===== config.mk =====
export PLATFORM = sky130hd
export DESIGN_NAME = cb
export DESIGN_NICKNAME = d
export VERILOG_FILES = /design/src/rtl/cb.sv
export SDC_FILE = /design/constraint.sdc
export NUM_CORES = 1
export LEC_CHECK = 0
export BUFFER_PORTS_ARGS = -buffer_cell sky130_fd_sc_hd__buf_2
export CORE_AREA = 4 4 41 43
export DETAILED_ROUTE_END_ITERATION = 16
export DIE_AREA = 0 0 45 47
export GPL_TIMING_DRIVEN = 0
export HOLD_SLACK_MARGIN = 0.12
export SYNTH_ARGS = -nofsm -noshare
export SYNTH_HDL_FRONTEND = slang
export SYNTH_SLANG_ARGS = --single-unit

===== constraint.sdc =====
create_clock -name clk -period 0.9 [get_ports clk]
set_input_delay 0.18 -clock clk [delete_from_list [all_inputs] [get_ports clk]]
set_output_delay 0.18 -clock clk [all_outputs]
set_load 0.01 [all_outputs]

===== src/rtl/cb.sv =====
// Carry-save multiplier array cell: partial product a&b full-added with d and cin.
// Define CB_COMB_BYPASS_EN for a purely combinational cell; default registers the result.
module cb (
    output logic sum,
    output logic cout,
    input  logic d,
    input  logic a,
    input  logic b,
    input  logic cin,
    input  logic clk,
    input  logic rst,
    input  logic in_valid,
    output logic out_valid
);

    logic pp;
    logic sum_n;
    logic cout_n;

    always_comb begin
        pp     = a & b;
        sum_n  = pp ^ d ^ cin;
        cout_n = (pp & d) | (pp & cin) | (d & cin);
    end

`ifdef CB_COMB_BYPASS_EN

    // The clock only exists to keep the port list identical across builds.
    logic unused_clk;
    assign unused_clk = clk;

    assign sum       = sum_n;
    assign cout      = cout_n;
    assign out_valid = in_valid & ~rst;

`else

    // NOTE: reset is synchronous, so it is tested inside the clocked block, not in the sensitivity list.
    // NOTE: non-blocking assignments for every register so all state updates happen together at the edge.
    always_ff @(posedge clk) begin
        if (rst) begin
            sum       <= 1'b0;
            cout      <= 1'b0;
            out_valid <= 1'b0;
        end else if (in_valid) begin
            sum       <= sum_n;
            cout      <= cout_n;
            out_valid <= 1'b1;
        end else begin
            out_valid <= 1'b0;
        end
    end

`endif

endmodule


# Word level (Yosys, flattened, before mapping)
# Cells that the tools add are included.
# totals
regBits,3
wordCells,12
# op_classes
bitwise,8
n_mux,1
# op_table
operator,n
$and A1 B1 Y1,4
$or A1 B1 Y1,2
$xor A1 B1 Y1,2
$mux W1,1

# Longest topological paths before layout
# depth
word_depth,4
depth_mapped,3
depth_no_buf,3

# Least setup slack after synthesis
# OpenSTA, ideal clock, no wires.
# synth_timing
path_kind,input -> register
start,in d
end,reg sum
path_slack_ns,-0.060
arrival_time_ns,0.875
n_path_buf,0
cell_stages,3
setup_ns,0.086
t_required_ns,0.814
cell_sequence,inv_1 fa_1 a211oi_1
# synth_via
elab_chain_len,2
# synth_lines
element,line_no,text
start: declaration,6,"input logic d,"
$xor A1 B1 Y1 (2 in a row),22,sum_n = pp ^ d ^ cin;
end signal: assignment,46,sum <= sum_n;
end: declaration,4,"output logic sum,"
# Every way passes these cells.
# A chain may end at the register's enable or synchronous reset.

# Worst setup path after layout
# layout_timing
start,reg cout
end,out cout
# layout_lines
element,line_no,text
start: declaration,5,"output logic cout,"
start signal: assignment,47,cout <= cout_n;
# No word-level cell between the ends.

==> impl.org <==
** Worst hold path
- Hold Path Class :: in -> reg

** STA
- The worst pin sits at a relative slew slack of 0.889.
- Setup repair after global routing left no endpoint under its margin.
- The clock arrives with 0 ps of skew.
- Setup violations remaining at the end of the flow were counted as 0.
- At the pin with the least slew margin, the transition time is roughly 170 ps.
- The number of max-slew violations in the final report came to 0.
- On the final layout, the worst hold slack is around 150 ps.
- Final Cycle Share :: 0.952
- Min Clock Period, post-route :: about 860 ps
- Maximum clock frequency :: 1170 MHz
- Count of final hold-check violations :: 0

** Synth
- Number of synthesis warnings :: 0
- The average instance in the mapped netlist occupies about 10 sq um.
- Distinct cell type count of the synthesized netlist :: 7
- Synthesis-stage register bit count :: 3
- Net count after synthesis :: 20
- Sorting the synthesized cells by area gives the leading types as sky130_fd_sc_hd__dfxtp_1 (50%), sky130_fd_sc_hd__fa_1 (17%), sky130_fd_sc_hd__a211oi_1 (13%).
- Synthesis produced a netlist whose cell count is 12.
- Area fraction of the dominant cell type after synthesis :: 0.500
- Cell taking the most area after synthesis :: sky130_fd_sc_hd__dfxtp_1
- In this run the cell area of the synthesized design comes to around 120 sq um.
- Proportion of synthesized chip area in sequential cells :: 0.500

** Layout
- Filler cell count in the final layout :: 157
- Diode insertion count for antenna repair :: 0
- Synthesis-to-finish area growth :: 96.9%
- Total number of nets in the final design :: 34
- Of the cells placed in the final design, the portion with a size suffix greater than 1 is 0.600.
- After routing the design area is 236 sq um.
- Total area of multi-input combinational cells :: 73.8 sq um
- Most frequent standard cell in the layout excluding fill and tap cells :: sky130_fd_sc_hd__buf_2
- Area taken by flip-flops and latches :: between 60 and 70 sq um
- Most used cells in the layout excluding fill and tap cells :: sky130_fd_sc_hd__buf_2 (7), sky130_fd_sc_hd__clkbuf_4 (3), sky130_fd_sc_hd__dfxtp_1 (3), sky130_fd_sc_hd__nor2_1 (2), sky130_fd_sc_hd__buf_4 (2)

** Critical path
- Along the worst path, the maximum fanout reaches 2.
- Critical path type :: reg -> out
- Critical Path Start Type :: register
- On the critical path the largest part of the delay comes from flip-flops.
- Buffers plus inverters on the worst setup path :: 1
- Critical path cell sequence :: buf_2
- At the worst endpoint, the arrival time is between 600 and 700 ps.
- The worst register-to-register path has a setup slack of 280 ps.
- Crit-path max cell delay :: roughly 320 ps
- The slowest stage of the critical path belongs to the cell sky130_fd_sc_hd__dfxtp_1.
- Capturing element type of the critical path :: output port
- For the worst setup path, the data required time is a little over 700 ps.

** CTS
- The clock passes through at most 2 buffers.
- For this design, the sink count on the clock tree is 3.
- The number of clock buffers added by TritonCTS is 3.
- At the later pin of the worst-skew pair, clock insertion delay measures between 200 and 250 ps.
- Clock transition at the registers of the reported paths :: roughly 40 ps
- Count of H-tree levels built during CTS :: 1
- TritonCTS built the clock tree.
- Post CTS Setup Buffer Count :: 0
- Clock root buffer :: sky130_fd_sc_hd__clkbuf_4

** GRT
- Global route overflow :: 0
- The first global-routing pass estimated ~400 um of wire.
- Entering global routing, the biggest net connects 6 pins.
- Across every metal layer, demand over resource in global routing totals 0.0316.
- The via count of the first global-routing pass is 110.
- Number of antenna violations at the first check in global routing :: 0

** Power and ir drop
- Psw :: 108 uW
- Switching power share of the total :: 0.239
- Portion of total power attributed to sequential cells :: 0.325
- Clock power share :: 0.524
- IR Drop Worst-Case VDD :: 0.000562 V
- Part of the total power dissipated in combinational logic :: 0.151
- Internal power :: approximately 340 uW
- In this run the static leakage power is between 0.1 and 0.15 nW.
- In this run the power density over the cells is between 1500 and 2000 nW/um^2.

** Die
- The floorplan step defined a die boundary enclosing approximately 2100 sq um.
- Row count :: 13
- Die Width :: 45 um
- Core area :: 1300 sq um
- Die boundary height :: 47 um
- Number of placed I/O pins :: 10
- For this configuration, the core starts out at a cell density of 0.0923.

** Route
- Once detail routing completed, the nets flagged for antenna violations numbered 0.
- For this run, the detailed router's first-pass iteration total came to 1.
- For this run, design rule violations remaining after detail routing come to 0.
- The routed design has ~300 um of wire.
- Using the TritonRoute via totals, the vias-per-cell ratio works out to roughly 3.2.
- DRC marker count from the first detailed-route iteration :: 0
- After detailed routing, the average wire length per cell comes to about 7.3 um.
- Via count of the routed design :: 129

** Placed design
- Standard cell area after detailed placement :: ~200 sq um
- Count of input and output buffers :: 9
- At the end of routability-driven placement, the weighted congestion stood at roughly 0.68.

** Status
- The run finished with clean final reports.

** Flow run
- Maximum capacitance violations :: 0
[state kept, by name (all words and copies together), names as in the netlist]
| register | cells |
|---|---|
| cout | 1 |
| sum | 1 |
| out_valid | 1 |
[synthesized netlist by cell type]
library cell               n
sky130_fd_sc_hd__a211oi_1  2
sky130_fd_sc_hd__nor2b_1   1
sky130_fd_sc_hd__nand2_1   1
sky130_fd_sc_hd__nor2_1    2
sky130_fd_sc_hd__dfxtp_1   3
sky130_fd_sc_hd__inv_1     2
sky130_fd_sc_hd__fa_1      1
[area by class of cell]
class | instances | area share
multi-input combinational | 7 | 0.312
sequential | 3 | 0.254
timing repair buffer | 9 | 0.212
clock buffer | 4 | 0.111
tap | 15 | 0.0794
inverter | 2 | 0.0317
[power groups by stage]
stage | clock (mW) | combinational (mW) | sequential [mW]
2_1_floorplan | 0 | 0.0209 | 0.154
3_3_place_gp | 0 | 0.0599 | 0.149
3_5_place_dp | 0 | 0.0600 | 0.149
4_1_cts | 0.248 | 0.0599 | 0.147
5_1_grt | 0.265 | 0.0747 | 0.148
6_report | 0.237 | 0.0685 | 0.147
[cells by family after synthesis]
| family | count (synthesis) | synth area share |
|---|---|---|
| fa+ha+maj | 1 | 0.167 |
| flops | 3 | 0.500 |
| compound gates | 2 | 0.125 |
| simple gates | 4 | 0.146 |
| buf+inv | 2 | 0.0625 |
[per-layer routing]
metal | track usage | routed length [um] | vias to the layer above
li1 | - | - | 64
met1 | 0.0295 | 116 | 54
met2 | 0.0311 | 99 | 11
met3 | 0.0498 | 77 | 0
met4 | 0.0175 | 0 | 0
met5 | 0 | 0 | -
[stage by stage]
step	total power [mW]	worst slack (ps)	utilization	setup TNS (ps)	instances
after global routing	0.487	7.64	0.182	0	40
after global placement	0.209	-214	0.154	-411	36
final	0.452	43.1	0.182	0	40
after CTS	0.455	23.1	0.174	0	40
after floorplan	0.175	-29.1	-	-29.1	12
after detailed placement	0.209	-224	0.154	-426	36
[path summary, 6_finish.rpt]
check,from,endpoint,cells past startpoint
setup reg to reg,cout,cout,2
hold / removal,rst,out_valid,2
setup / recovery,cout,cout,1
hold reg to reg,cout,cout,2
[timing repair]
item | in CTS | in global routing
gates resized for setup | 0 | 4
endpoints found under the hold margin | 0 | 0
hold buffers | 0 | 0
setup endpoints to repair | 0 | 1
(Power assumes the default switching activity.)
